--- src/rtl/hex_frame_encoder.sv ---
// Multi-digit hex to TM1637 segment-byte streamer: captures a frame on load and
// emits one {dp, seg[6:0]} byte per digit, leftmost first, over valid/ready.
module hex_frame_encoder #(
   parameter int DIGITS     = 4,
   parameter int BLINK_BITS = 24
) (
   input  logic                  clk,
   input  logic                  rst,
   input  logic [4*DIGITS-1:0]   in_value,
   input  logic [DIGITS-1:0]     in_dp,
   input  logic [DIGITS-1:0]     in_blink,
   input  logic                  in_blank_lz,
   input  logic                  in_valid,
   output logic                  in_ready,
   output logic [7:0]            out_data,
   output logic [2:0]            out_index,
   output logic                  out_last,
   output logic                  out_valid,
   input  logic                  out_ready
);

   localparam int unsigned ND       = DIGITS;
   localparam logic [2:0]  LAST_POS = 3'(DIGITS - 1);

   typedef enum logic {IDLE, EMIT} state_t;

   state_t                  r_state;
   state_t                  w_state_next;

   logic [BLINK_BITS-1:0]   r_blink_cnt;
   logic [4*DIGITS-1:0]     r_value;
   logic [DIGITS-1:0]       r_dp;
   logic [DIGITS-1:0]       r_blink;
   logic                    r_blank_lz;
   logic                    r_phase;
   logic [2:0]              r_pos;
   logic [7:0]              r_out_data;
   logic                    r_out_last;

   logic                    w_load;
   logic                    w_adv;
   logic                    w_frame_end;
   logic                    w_step;
   logic [2:0]              w_pos_next;
   logic [4*DIGITS-1:0]     w_value_src;
   logic [DIGITS-1:0]       w_dp_src;
   logic [DIGITS-1:0]       w_blink_src;
   logic                    w_blz_src;
   logic                    w_phase_src;

   function automatic logic [6:0] seg7(input logic [3:0] h);
      case (h)
         4'h0: seg7 = 7'h3F;  4'h1: seg7 = 7'h06;
         4'h2: seg7 = 7'h5B;  4'h3: seg7 = 7'h4F;
         4'h4: seg7 = 7'h66;  4'h5: seg7 = 7'h6D;
         4'h6: seg7 = 7'h7D;  4'h7: seg7 = 7'h07;
         4'h8: seg7 = 7'h7F;  4'h9: seg7 = 7'h67;
         4'hA: seg7 = 7'h77;  4'hB: seg7 = 7'h7C;
         4'hC: seg7 = 7'h39;  4'hD: seg7 = 7'h5E;
         4'hE: seg7 = 7'h79;  default: seg7 = 7'h71;
      endcase
   endfunction

   // Walks positions left to right so the leading-zero run is known at each digit.
   function automatic logic [7:0] enc_byte(
      input logic [4*DIGITS-1:0] v,
      input logic [DIGITS-1:0]   dp,
      input logic [DIGITS-1:0]   bl,
      input logic                blz,
      input logic                ph,
      input logic [2:0]          pos
   );
      logic       lead;
      logic [3:0] nib;
      logic [7:0] b;
      lead = 1'b1;
      b    = '0;
      for (int unsigned j = 0; j < ND; j++) begin
         nib  = v[4*(ND-1-j) +: 4];
         lead = lead && (nib == 4'h0);
         if (3'(j) == pos) begin
            if (ph && bl[ND-1-j])
               b = '0;
            else
               b = {dp[ND-1-j], (blz && lead && (j != ND-1)) ? 7'h00 : seg7(nib)};
         end
      end
      return b;
   endfunction

   assign w_load      = in_valid && (r_state == IDLE);
   assign w_adv       = (r_state == EMIT) && out_ready;
   assign w_frame_end = w_adv && (r_pos == LAST_POS);
   assign w_step      = w_load || (w_adv && !w_frame_end);
   assign w_pos_next  = w_load ? 3'd0 : r_pos + 3'd1;

   // On load the first byte is built straight from the inputs so it is ready after the load edge.
   assign w_value_src = w_load ? in_value                     : r_value;
   assign w_dp_src    = w_load ? in_dp                        : r_dp;
   assign w_blink_src = w_load ? in_blink                     : r_blink;
   assign w_blz_src   = w_load ? in_blank_lz                  : r_blank_lz;
   assign w_phase_src = w_load ? r_blink_cnt[BLINK_BITS-1]    : r_phase;

   always_ff @(posedge clk or posedge rst) begin
      if (rst) r_state <= IDLE;
      else     r_state <= w_state_next;
   end

   always_comb begin
      w_state_next = r_state;
      case (r_state)
         IDLE:    if (w_load)      w_state_next = EMIT;
         EMIT:    if (w_frame_end) w_state_next = IDLE;
         default: w_state_next = IDLE;
      endcase
   end

   always_comb begin
      in_ready  = (r_state == IDLE);
      out_valid = (r_state == EMIT);
   end

   always_ff @(posedge clk or posedge rst) begin
      if (rst) begin
         r_blink_cnt <= '0;
         r_value     <= '0;
         r_dp        <= '0;
         r_blink     <= '0;
         r_blank_lz  <= 1'b0;
         r_phase     <= 1'b0;
         r_pos       <= '0;
         r_out_data  <= '0;
         r_out_last  <= 1'b0;
      end else begin
         r_blink_cnt <= r_blink_cnt + 1'b1;
         if (w_load) begin
            r_value    <= in_value;
            r_dp       <= in_dp;
            r_blink    <= in_blink;
            r_blank_lz <= in_blank_lz;
            r_phase    <= r_blink_cnt[BLINK_BITS-1];
         end
         if (w_step) begin
            r_pos      <= w_pos_next;
            r_out_data <= enc_byte(w_value_src, w_dp_src, w_blink_src,
                                   w_blz_src, w_phase_src, w_pos_next);
            r_out_last <= (w_pos_next == LAST_POS);
         end
      end
   end

   assign out_data  = r_out_data;
   assign out_index = r_pos;
   assign out_last  = r_out_last;

endmodule

--- config.mk ---
export PLATFORM = sky130hd
export DESIGN_NAME = hex_frame_encoder
export DESIGN_NICKNAME = d
export VERILOG_FILES = /design/src/rtl/hex_frame_encoder.sv
export SDC_FILE = /design/constraint.sdc
export NUM_CORES = 1
export LEC_CHECK = 0
export CORE_MARGIN = 2
export CORE_UTILIZATION = 40
export CTS_CLUSTER_DIAMETER = 80
export CTS_CLUSTER_SIZE = 28
export DETAILED_ROUTE_END_ITERATION = 12
export PLACE_DENSITY_LB_ADDON = 0.05
export SLEW_MARGIN = 20
export SYNTH_ARGS = -nofsm -noshare
export SYNTH_HDL_FRONTEND = slang
export SYNTH_SLANG_ARGS = --single-unit
--- constraint.sdc ---
create_clock -name clk -period 5.1 [get_ports clk]
set_clock_uncertainty 0.2 [all_clocks]
set_input_delay 1.02 -clock clk [delete_from_list [all_inputs] [get_ports clk]]
set_output_delay 1.02 -clock clk [all_outputs]
set_load 0.01 [all_outputs]
Word-level counts from Yosys, hierarchy flattened
Memories as Yosys holds them, arrays and structs flattened.
Index checks and enable logic that the tools add are counted.
{"block": "totals", "reg_bits": 63, "mem_bits_ro": 448, "inputBits": 29, "output_inout_bits": 14, "memories": 4}
{"block": "classes", "addsub": 2, "eq_ne": 5, "n_mux": 20, "bitwise": 1, "reduce_logical": 19}
{"memory": "(no name shown)", "depth": 16, "width": 7, "read_ports": 1, "rd_ports_with_merged_regs": 0, "wr": 0, "line_no": "52", "rtl": "case (h)"}
{"memory": "(no name shown)", "depth": 16, "width": 7, "read_ports": 1, "rd_ports_with_merged_regs": 0, "wr": 0, "line_no": "52"}
{"memory": "(no name shown)", "depth": 16, "width": 7, "read_ports": 1, "rd_ports_with_merged_regs": 0, "wr": 0, "line_no": "52"}
{"memory": "(no name shown)", "depth": 16, "width": 7, "read_ports": 1, "rd_ports_with_merged_regs": 0, "wr": 0, "line_no": "52"}
{"cell": "8-bit two-way mux", "n": 8}
{"cell": "24-bit by 1-bit adder with 24-bit output, second input constant", "n": 1}
{"cell": "7-bit two-way mux", "n": 3}
{"cell": "16-bit two-way mux", "n": 1}
{"cell": "1-bit logical AND", "n": 13}
{"cell": "4-bit zero test", "n": 3}
{"cell": "4-bit two-way mux", "n": 2}
{"cell": "2-bit by 3-bit == test with 1-bit output, first input constant", "n": 2}
{"cell": "3-bit by 2-bit == test with 1-bit output, second input constant", "n": 2}
{"cell": "1-bit two-way mux", "n": 4}
{"cell": "3-bit by 1-bit adder with 3-bit output, second input constant", "n": 1}
{"cell": "1-bit by 3-bit == test with 1-bit output, first input constant", "n": 1}
{"cell": "3-bit zero test", "n": 1}
{"cell": "3-bit two-way mux", "n": 1}
{"cell": "1-bit one-hot mux with 2 select lines", "n": 1}
{"cell": "1-bit zero test", "n": 1}
{"cell": "1-bit logical OR", "n": 1}
{"cell": "1-bit NOT", "n": 1}

Depth between registers and ports, before layout
Gate-level depths: netlist of the first run.
{"block": "depth", "ltp_word": 11, "mapped_depth": 13, "depth_no_buf": 10}

Least setup slack after synthesis of the first run
Ideal clock, no wire load.
{"block": "synth_timing", "path_kind": "input to register", "start": "in in_valid", "end": "reg r_out_data[4] (netlist: out_data[4])", "setup_ns": 0.126, "arrival_time_ns": 3.230, "required_time_ns": 4.774, "slack_ns": 1.544, "path_stages": 12, "n_path_buf": 2, "path_cell_list": "nand2b_4 > buf_12 > buf_8 > mux2_1 > inv_1 > ha_1 > nand2_1 > mux2i_2 > and4_1 > a31o_4 > a221oi_1 > o32a_1"}
{"block": "synth_between", "elab_chain_len": 10, "elab_cells_between_ends": 38}
{"element": "from (decl)", "line_no": "13", "rtl": "input logic in_valid,"}
{"element": "1-bit logical AND *", "line_no": "91", "rtl": "assign w_load = in_valid && (r_state == IDLE);"}
{"element": "16-bit two-way mux *", "line_no": "98", "rtl": "assign w_value_src = w_load ? in_value : r_value;"}
{"element": "named net w_value_src[12]", "line_no": "45", "rtl": "logic [4*DIGITS-1:0] w_value_src;"}
{"element": "parallel branches: the longest is 6 deep, another holds memory 16 x 7 bit"}
{"element": "8-bit two-way mux * (2 in a row)", "line_no": "81", "rtl": "if (3'(j) == pos) begin"}
{"element": "to (signal assigned)", "line_no": "145", "rtl": "r_out_data <= enc_byte(w_value_src, w_dp_src, w_blink_src,"}
{"element": "to (decl)", "line_no": "37", "rtl": "logic [7:0] r_out_data;"}
Mark *: on every way through the listed nets, which the timed path passes.
A chain may end at the register's enable or synchronous reset.

Worst setup path in the final report of the first run
{"block": "layout_timing", "start": "in in_valid", "end": "reg r_out_data[2] (netlist: out_data[2])"}
{"block": "layout_between", "elab_chain_len": 10, "elab_cells_between_ends": 38}
{"element": "1-bit logical AND *", "line_no": "91"}
{"element": "parallel branches: the longest is 9 deep, another holds memory 16 x 7 bit"}
Every way passes the cells marked *.

==> run metrics, run 1 <==
Layout Nets=491; total routed wirelength=9440 um; # fillers=933; clk slew on worst S/H paths=0.07 ns; Setup TNS=0 ns; Final ANT Viol Nets=0; Avg Inst Size Synth=10.3 um^2; Layout area overhead=18.3%; share of layout cells above drive strength 1=0.122; RSZ-0062 raised after global routing=false; number of flops mapped to enable cells by yosys=0; Design Area, Final=4760 um^2; first-pass GRT wire length=15300 um; initial core utilization=0.412; Root Buffer=clkbuf_8; final setup fails=0; width of the die=104 um; Post-Syn Instances=391; Tcrit/Tclk final=0.808; # hold bufs at CTS=0; cell taking the most area after synthesis=dfrtp_1; Hold WC Path Type=register to register; Synth Flop Type=dfrtp_1; placed inst area=4550 um^2; Post-Syn Area=4020 um^2; Die H=104 um; Core Region=9770 um^2; crit-path max FO=27; clock insertion delay at the later pin of the skew report=0.35 ns; fmax=243 MHz; largest net degree at the start of global routing=37; VDD IR max=0.174 mV; outcome=finished clean; initial antenna violation count=0; Overflow after GRT=0; Hold Vio Cnt, Final=0; crit path capture type=register; drt via density=5.43; post-CTS repair timing setup buffer count=0; sequential element share of the synthesized area=0.392; hold path depth=1; Total GRT Usage=0.177; I/O pin cnt=43; top-area cell type share of the netlist area=0.392; utilization after layout=0.487; Area contributors post-synth=dfrtp_1 (39%), ha_1 (7.2%), mux2i_1 (5.0%); Max clock buf depth=2; fin crit period=4.12 ns; Slew Limit Fails=0; Arr. time, crit path=4.18 ns; critical path type=primary input to register; Die Area=10900 um^2; Max-Slew Margin vs Limit=0.483; wire per inst=16.4 um; Max-Cap Viols=0; Rows=36; worst reg-to-reg path cell count=8; Post-synth ARST share=1.00; CTS buffer count=9; initial DRC count=229; pwr/cell area=605 nW/um^2; number of global-route vias before repair=3040; htree depth=3; hpwl dp=7010 um; Initial DRT Pass Iterations=4; worst-margin pin slew=0.774 ns; worst path required time=5.16 ns; P_leak=0.00212 uW; final hold slack=0.269 ns; cts repair resizes=0; diode count=0; Yosys cell types=71; CTS tree=built; # port buffers=42; DRC viols=0; Clock Sinks=63; GP Congestion=0.880; flops & latches, synth=63; Syn Nets=443; via count=3133; Startpoint Class=primary input; Warnings, synthesis=0
[area by class of cell]
cell class	instances	area, um^2	area share
multi-input combinational	290	2250	0.473
sequential	63	1580	0.331
inverter	29	109	0.0229
tap	133	166	0.0350
timing repair buffer	46	450	0.0946
clock buffer	10	138	0.0289
clock inverter	6	68.8	0.0145
[cell usage in the layout (no fill, tap or decap), types with 10 or more instances in the layout]
cell type and count:
clkbuf_8 10, clkdlybuf4s50_1 42, dfrtp_1 63, ha_1 23, inv_1 21, mux2i_1 20
nand2_1 49, nand3_1 17, nor2_1 20, o21ai_0 10, xnor2_1 15
[cell usage after synthesis, types with 2 or more instances]
cell / count
and3_1: 2
a221o_1: 5
nand2b_1: 3
o221ai_1: 3
dfrtp_1: 63
nand4_1: 4
a31oi_1: 9
o21ai_0: 10
a21oi_1: 7
ha_1: 23
buf_2: 2
or3_1: 3
o31ai_4: 2
a211oi_1: 3
o21ai_1: 4
a211o_1: 4
mux2i_4: 5
nor2_1: 20
buf_6: 3
o211ai_1: 7
nand2_1: 49
and4_1: 5
nor2b_1: 3
a22o_1: 2
inv_2: 6
and2_1: 3
mux2i_1: 20
nand3_1: 17
nor3_1: 6
inv_1: 22
mux2i_2: 7
o22ai_1: 2
o32a_1: 2
xor2_1: 9
a221oi_1: 2
and4bb_2: 2
a41oi_2: 2
a2111oi_0: 2
xnor2_1: 15
o311ai_1: 2
[registers in the layout, summed over array words and instances (netlist names)]
| name | count |
|---|---|
| r_dp | 4 |
| r_blank_lz | 1 |
| r_blink_cnt | 24 |
| r_blink | 4 |
| out_data | 8 |
| out_last | 1 |
| r_phase | 1 |
| r_value | 16 |
| out_index | 3 |
| out_valid | 1 |
[per-stage QoR]
step / power (uW) / setup WS, ns / std cells
6_report: 2880 / 0.978 / 577
5_1_grt: 3100 / 0.779 / 577
4_1_cts: 2880 / 1.09 / 577
3_5_place_dp: 2410 / 0.740 / 561
3_3_place_gp: 2430 / 0.692 / 561
2_1_floorplan: 1960 / 1.54 / 391
[critical path: stages]
cell	delay [ns]
clkdlybuf4s50_1	0.57
nand2b_4	0.30
buf_4	0.44
mux2i_1	0.55
ha_1	0.41
nor3_1	0.10
a211oi_1	0.41
a31oi_1	0.13
a41oi_1	0.23
[layer usage]
| metal | vias up | share of wire | track usage |
|---|---|---|---|
| met3 | 17 | 0.042 | 0.0382 |
| met2 | 68 | 0.46 | 0.274 |
| met4 | 0 | 0.022 | 0.0656 |
| met5 | - | 0 | 0 |
| li1 | 1520 | - | - |
| met1 | 1528 | 0.48 | 0.242 |
[kinds of logic (layout without fill, tap and decap cells)]
group / count (synthesis) / in the layout / share of synthesized area
compound gates: 82 / 82 / 0.166
fa+ha+maj: 23 / 23 / 0.0715
flops: 63 / 63 / 0.392
mux: 34 / 34 / 0.107
xor+xnor: 24 / 24 / 0.0523
simple gates: 127 / 127 / 0.162
buf+inv: 38 / 91 / 0.0485
[final timing paths]
| check | to | slack (ns) | startpoint |
|---|---|---|---|
| setup / recovery | out_data[2]$_DFFE_PP0P_ | 0.98 | in_valid |
| hold / removal | r_blink_cnt[13]$_DFF_PP0_ | 0.27 | r_blink_cnt[13]$_DFF_PP0_ |
| setup reg to reg | out_data[2]$_DFFE_PP0P_ | 1.63 | out_valid$_DFF_PP0_ |
| hold reg to reg | r_blink_cnt[13]$_DFF_PP0_ | 0.27 | r_blink_cnt[13]$_DFF_PP0_ |
| max in group asynchronous | out_index[0]$_DFFE_PP0P_ | 2.89 | rst |
| min in group asynchronous | out_valid$_DFF_PP0_ | 0.94 | rst |
[report_power, final]
part           internal [uW]  total (uW)  switching, uW
Clock                    241         453            212
Combinational            707        1650            948
Sequential               650         771            121
No activity file was read; power rests on OpenSTA's default activity.
==> run 2: changes to the inputs <==
Clock period 5.1 ns to 3.8 ns, I/O delays scaled along.
==> run 2 against run 1 <==
Clock-buffer cell count is 1 lower. Routed wire length grew 2.2%. Register-to-register slack worse by 0.90 ns. Final cell count is 2.3% higher. Cell area rose by 1.6%. Critical path type unchanged. Sequential share of layout area decreased by 0.52 points. Non-clock buffer count up 13. Flip-flop and latch count unchanged. Critical path depth rose by 3. Sequential power is 35% higher. Clock power up 16%. Core utilization increased by 0.78 points.
==> run metrics, run 2 (synthesized netlist as in run 1, its figures left out) <==
critical path type=primary input to register; GP Congestion=0.885 (+0.56%); width of the die=104 um (unchanged); Root Buffer=clkbuf_8; Die Area=10900 um^2 (unchanged); P_leak=0.00216 uW (+2.0%); fin crit period=3.29 ns; Die H=104 um (unchanged); Core Region=9770 um^2 (unchanged); Layout Nets=504 (+2.6%); reg2reg end=out_data[5]$_DFFE_PP0P_; diode count=0 (unchanged); VDD IR max=0.283 mV (+62%); crit-path max FO=5 (-81%); first-pass GRT wire length=15900 um (+3.9%); final setup fails=0 (unchanged); crit path launch=in_valid; I/O pin cnt=43 (unchanged); worst-margin pin slew=0.684 ns (-0.0901 ns); clk slew on worst S/H paths=0.08 ns (about the same); clock insertion delay at the later pin of the skew report=0.35 ns (about the same); GR Layer Usage met2=0.288 (+0.0140); Max-Cap Viols=0 (unchanged); Tcrit/Tclk final=0.865; commonest cells after routing, fill and taps aside=dfrtp_1 (63), nand2_1 (49), clkdlybuf4s50_1 (42), ha_1 (23), inv_1 (21); Setup TNS=0 ns (unchanged); outcome=finished clean; Reg2Reg Setup Slack=0.73 ns (-0.90 ns); Hold Path Sink=r_blink_cnt[18]$_DFF_PP0_; r2r startpoint=out_valid$_DFF_PP0_; drt via density=5.39 (-0.77%); Hold Crit Start=r_blink_cnt[18]$_DFF_PP0_; Clock Sinks=63 (unchanged); Design Area, Final=4840 um^2 (+1.6%); Initial DRT Pass Iterations=4 (unchanged); Hold Vio Cnt, Final=0 (unchanged); initial core utilization=0.412 (unchanged); most common cell after layout, fill and taps aside=dfrtp_1; hpwl dp=7210 um (+2.8%); hold path depth=1 (unchanged); via count=3179 (+1.5%); post-CTS repair timing setup buffer count=0 (unchanged); Final ANT Viol Nets=0 (unchanged); number of global-route vias before repair=3150 (+3.6%); Max clock buf depth=2 (unchanged); critical path's slowest cell=clkdlybuf4s50_1; Overflow after GRT=0 (unchanged); # hold bufs at CTS=0 (unchanged); fmax=304 MHz; grt met1 use=0.251 (+0.00909); largest net degree at the start of global routing=36 (-2.7%); Arr. time, crit path=3.33 ns (-0.85 ns); Max-Slew Margin vs Limit=0.544 (+0.0601); wire per inst=16.4 um (about the same); worst path required time=3.84 ns (-1.32 ns); busiest grt layer=met2; placed inst area=4660 um^2 (+2.4%); crit path capture type=register; htree depth=3 (unchanged); max FFs per register=24 (unchanged); CP top delay family=buffers and inverters; worst reg-to-reg path cell count=11 (+3); sum of buffers and inverters on the critical path=3 (+1); CTS tree=built; CTS buffer count=9 (unchanged); overall power=3880 uW (+35%); cts repair resizes=0 (unchanged); Total GRT Usage=0.185 (+0.00872); Biggest register=r_blink_cnt; Hold WC Path Type=register to register; Startpoint Class=primary input; Rows=36 (unchanged); initial antenna violation count=0 (unchanged); share of layout cells above drive strength 1=0.147 (+0.0250); Layout area overhead=20.2%; pwr/cell area=803 nW/um^2 (+33%); total routed wirelength=9650 um (+2.2%); RSZ-0062 raised after global routing=false; worst path cell trace=clkdlybuf4s50_1, nand2b_4, mux2_1, inv_1, ha_1, nand2_1, mux2i_2, buf_4, mux2i_1, o21ai_1, a2111oi_0, or3_1; Slew Limit Fails=0 (unchanged); crit-path max cell delay=0.52 ns (-0.05 ns); initial DRC count=212 (-7.4%); # port buffers=42 (unchanged); GR Util met3=0.0464 (+0.00815); DRC viols=0 (unchanged); utilization after layout=0.495 (+0.00781)
## run 2: changes by cell type in the layout (fill, tap and decap cells not counted), sizes merged
cell,change
buf,+13
bufinv,-1
clkbuf,-1
clkinv,-1
clkinvlp,+3
## run 2: worst max-delay path by stage
stage | end | slack (ns) | cells after the start
2_1_floorplan | out_data[4]$_DFFE_PP0P_ | 0.50 | 12
3_3_place_gp | out_data[4]$_DFFE_PP0P_ | 0.25 | 9
3_5_place_dp | out_data[5]$_DFFE_PP0P_ | 0.18 | 12
4_1_cts | out_data[4]$_DFFE_PP0P_ | 0.54 | 11
5_1_grt | out_data[5]$_DFFE_PP0P_ | 0.36 | 12
6_report | out_data[5]$_DFFE_PP0P_ | 0.51 | 12
## run 2: worst register-to-register path, stage by stage, from the launching register on
cell and delay, ns:
dfrtp_1 0.56, nand2b_4 0.25, mux2_1 0.39, inv_1 0.16, ha_1 0.22, nand2_1 0.09, mux2i_2 0.23, buf_4 0.18
mux2i_1 0.07, o21ai_1 0.16, a2111oi_0 0.09, or3_1 0.37
## run 2: area by class of cell
type	instances	area [um^2]
fill	934	4940
multi-input combinational	290	2250
sequential	63	1580
timing repair buffer	59	561
tap	133	166
clock buffer	9	124
inverter	29	109
clock inverter	7	48.8
## run 2: metal layers
| metal | up-vias | wire [um] |
|---|---|---|
| li1 | 1546 | - |
| met1 | 1541 | 4580 |
| met2 | 79 | 4430 |
| met3 | 13 | 481 |
| met4 | 0 | 156 |
| met5 | - | 0 |
## run 2: metrics by stage
stage	hold WS (ns)	std cells	setup WS [ns]
2_1_floorplan	0.234	391	0.504
3_3_place_gp	0.254	574	0.252
3_5_place_dp	0.256	574	0.181
4_1_cts	0.272	590	0.538
5_1_grt	0.283	590	0.360
6_report	0.267	590	0.512
## run 2: power breakdown
| part | internal, uW | switching (uW) | leakage (uW) | total, uW |
|---|---|---|---|---|
| registers | 872 | 168 | 0.000792 | 1040 |
| clock network | 236 | 291 | 0.0000776 | 527 |
| logic | 1030 | 1290 | 0.00129 | 2320 |
==> run 3: changes to the inputs <==
Settings changed: CORE_UTILIZATION 40 to 57.
==> run 3 against run 2 <==
Worst hold slack barely moved. Routed wire length fell by 4.1%. Non-clock buffer count did not move. Cell area fell by 1.5%. Clock-buffer cell count rose by 3. Critical path depth fell by 1. First-iteration DRC count fell by 30%. Highest routed layer unchanged.
==> run metrics, run 3 (synthesized netlist as in run 1, its figures left out) <==
worst reg-to-reg path cell count=10 (-1); total routed wirelength=9250 um (-4.1%); Hold WC Path Type=register to register; Layout Nets=504 (unchanged); fin crit period=3.47 ns (+0.183 ns); internal cell power=2130 uW (-0.10%); cts repair resizes=0 (unchanged); first-pass GRT wire length=15300 um (-3.9%); Clock power frac=0.128 (-0.008); number of global-route vias before repair=3112 (-1.2%); via count=3213 (+1.1%); r2r startpoint=out_valid$_DFF_PP0_; largest net degree at the start of global routing=28 (-22%); crit path to=out_data[5]$_DFFE_PP0P_; Final ANT Viol Nets=0 (unchanged); Biggest register=r_blink_cnt; Layout area overhead=18.4%; Die H=88.0 um (-16%); crit path capture type=register; final worst slack=0.328 ns (-0.183 ns); most common cell after layout, fill and taps aside=dfrtp_1; Setup TNS=0 ns (unchanged); # port buffers=42 (unchanged); Met3 Wirelength=517 um (+7.5%); Hold Vio Cnt, Final=0 (unchanged); Design Area, Final=4760 um^2 (-1.5%); clk slew on worst S/H paths=0.07 ns (about the same); Startpoint Class=primary input; DRC viols=0 (unchanged); placed inst area=4600 um^2 (-1.3%); commonest cells after routing, fill and taps aside=dfrtp_1 (63), nand2_1 (49), clkdlybuf4s50_1 (42), ha_1 (23), inv_1 (21); critical path's slowest cell=clkdlybuf4s50_1; critical path type=primary input to register; crit-path max cell delay=0.47 ns (-0.05 ns); final hold slack=0.267 ns (+0.000163 ns); Core Region=6790 um^2 (-30%); worst-margin pin slew=0.629 ns (-0.0550 ns); Max-Cap Viols=0 (unchanged); clock insertion delay at the later pin of the skew report=0.35 ns (about the same); crit path launch=in_valid; Tcrit/Tclk final=0.914 (+0.0482); post-CTS repair timing setup buffer count=0 (unchanged); Initial DRT Pass Iterations=4 (unchanged); Rows=30 (-17%); max FFs per register=24 (unchanged); DR top layer=met4; Placed Cells=537 (-6.4%); reg2reg end=out_data[5]$_DFFE_PP0P_; outcome=finished clean; share of layout cells above drive strength 1=0.140 (-0.00656); CTS buffer count=9 (unchanged); GP Congestion=0.983 (+11%); crit-path max FO=13 (+8); Reg2Reg Setup Slack=0.54 ns (-0.19 ns); Total GRT Usage=0.259 (+0.0741); initial core utilization=0.592 (+0.181); Slew Limit Fails=0 (unchanged); VDD IR max=0.331 mV (+17%); fmax=288 MHz (-5.3%); wl on met1=4150 um (-9.4%); initial DRC count=148 (-30%); sequential power share=0.271 (+0.003); share of total power in combinational logic=0.601 (+0.004); Sw Ratio=0.444 (-0.00585); worst path required time=3.82 ns (-0.02 ns); RSZ-0062 raised after global routing=false; Max clock buf depth=2 (unchanged); hpwl dp=7000 um (-2.8%); drt via density=5.81 (+7.8%); pwr/cell area=806 nW/um^2 (+0.38%); diode count=0 (unchanged); wire per inst=16.7 um (+2.3%); Max-Slew Margin vs Limit=0.578 (+0.0341); Post-Layout Cell Count=553 (-6.3%); initial antenna violation count=0 (unchanged); CTS tree=built; P_leak=0.00216 uW (-0.15%); Arr. time, crit path=3.49 ns (+0.16 ns); Root Buffer=clkbuf_8; Overflow after GRT=0 (unchanged); # hold bufs at CTS=0 (unchanged); width of the die=88.0 um (-16%); Clock Sinks=63 (unchanged); dpl ws=0.00236 ns (-0.178 ns); final setup fails=0 (unchanged); worst path cell trace=clkdlybuf4s50_1, nand2b_4, buf_4, mux2i_1, ha_1, nand2_1, mux2i_2, a41oi_2, o221ai_1, a31oi_1, or3_1; I/O pin cnt=43 (unchanged); htree depth=3 (unchanged); routed length on met2=4440 um (about the same); Die Area=7740 um^2 (-29%); Switch Pwr=1710 uW (-2.4%)
run 3: cell count changes in the layout (fill, tap and decap cells not counted):
cell / before / now
buf_12: 1 / 0
buf_4: 16 / 17
clkbuf_1: 0 / 3
clkinv_2: 2 / 3
clkinvlp_4: 4 / 1
inv_6: 1 / 0
run 3: through the flow:
stage	total power [uW]	util
after floorplan	2630	-
after global placement	3300	0.678
after detailed placement	3310	0.678
after CTS	3830	0.701
after global routing	4140	0.701
final	3840	0.701
run 3: cell type report:
class,count,area [um^2]
Timing Repair Buffer,59,548
Fill cell,547,2030
Sequential cell,63,1580
Clock buffer,12,135
Multi-Input combinational cell,290,2250
Tap cell,96,120
Clock inverter,4,22.5
Inverter,29,109
run 3: per-layer routing:
metal / GRT usage / vias to the layer above
met3: 0.0584 / 11
met4: 0.0937 / 0
met1: 0.349 / 1555
met5: 0 / -
met2: 0.413 / 97
li1: - / 1550
run 3: how the worst min path moves through the flow:
stage / from / end / slack, ns / cells after the start
after floorplan: r_blink_cnt[10]$_DFF_PP0_ / r_blink_cnt[10]$_DFF_PP0_ / 0.23 / 1
final: r_blink_cnt[13]$_DFF_PP0_ / r_blink_cnt[13]$_DFF_PP0_ / 0.27 / 1
after detailed placement: r_blink_cnt[18]$_DFF_PP0_ / r_blink_cnt[18]$_DFF_PP0_ / 0.26 / 1
after global placement: r_blink_cnt[10]$_DFF_PP0_ / r_blink_cnt[10]$_DFF_PP0_ / 0.25 / 1
after global routing: r_blink_cnt[18]$_DFF_PP0_ / r_blink_cnt[18]$_DFF_PP0_ / 0.28 / 1
after CTS: r_blink_cnt[18]$_DFF_PP0_ / r_blink_cnt[18]$_DFF_PP0_ / 0.27 / 1
run 3: power groups by stage:
| stage | logic (uW) | registers, uW | clock network [uW] |
|---|---|---|---|
| floorplan | 1600 | 1040 | 0 |
| global placement | 2250 | 1040 | 0 |
| detailed placement | 2260 | 1050 | 0 |
| CTS | 2280 | 1040 | 505 |
| global route | 2540 | 1060 | 540 |
| finish | 2310 | 1040 | 491 |
run 3: critical path: cells and delay by family:
kind / cells / cell delay (ns)
compound gates: 3 / 0.56
fa+ha+maj: 1 / 0.25
buf+inv: 2 / 0.74
mux: 2 / 0.65
simple gates: 3 / 0.55
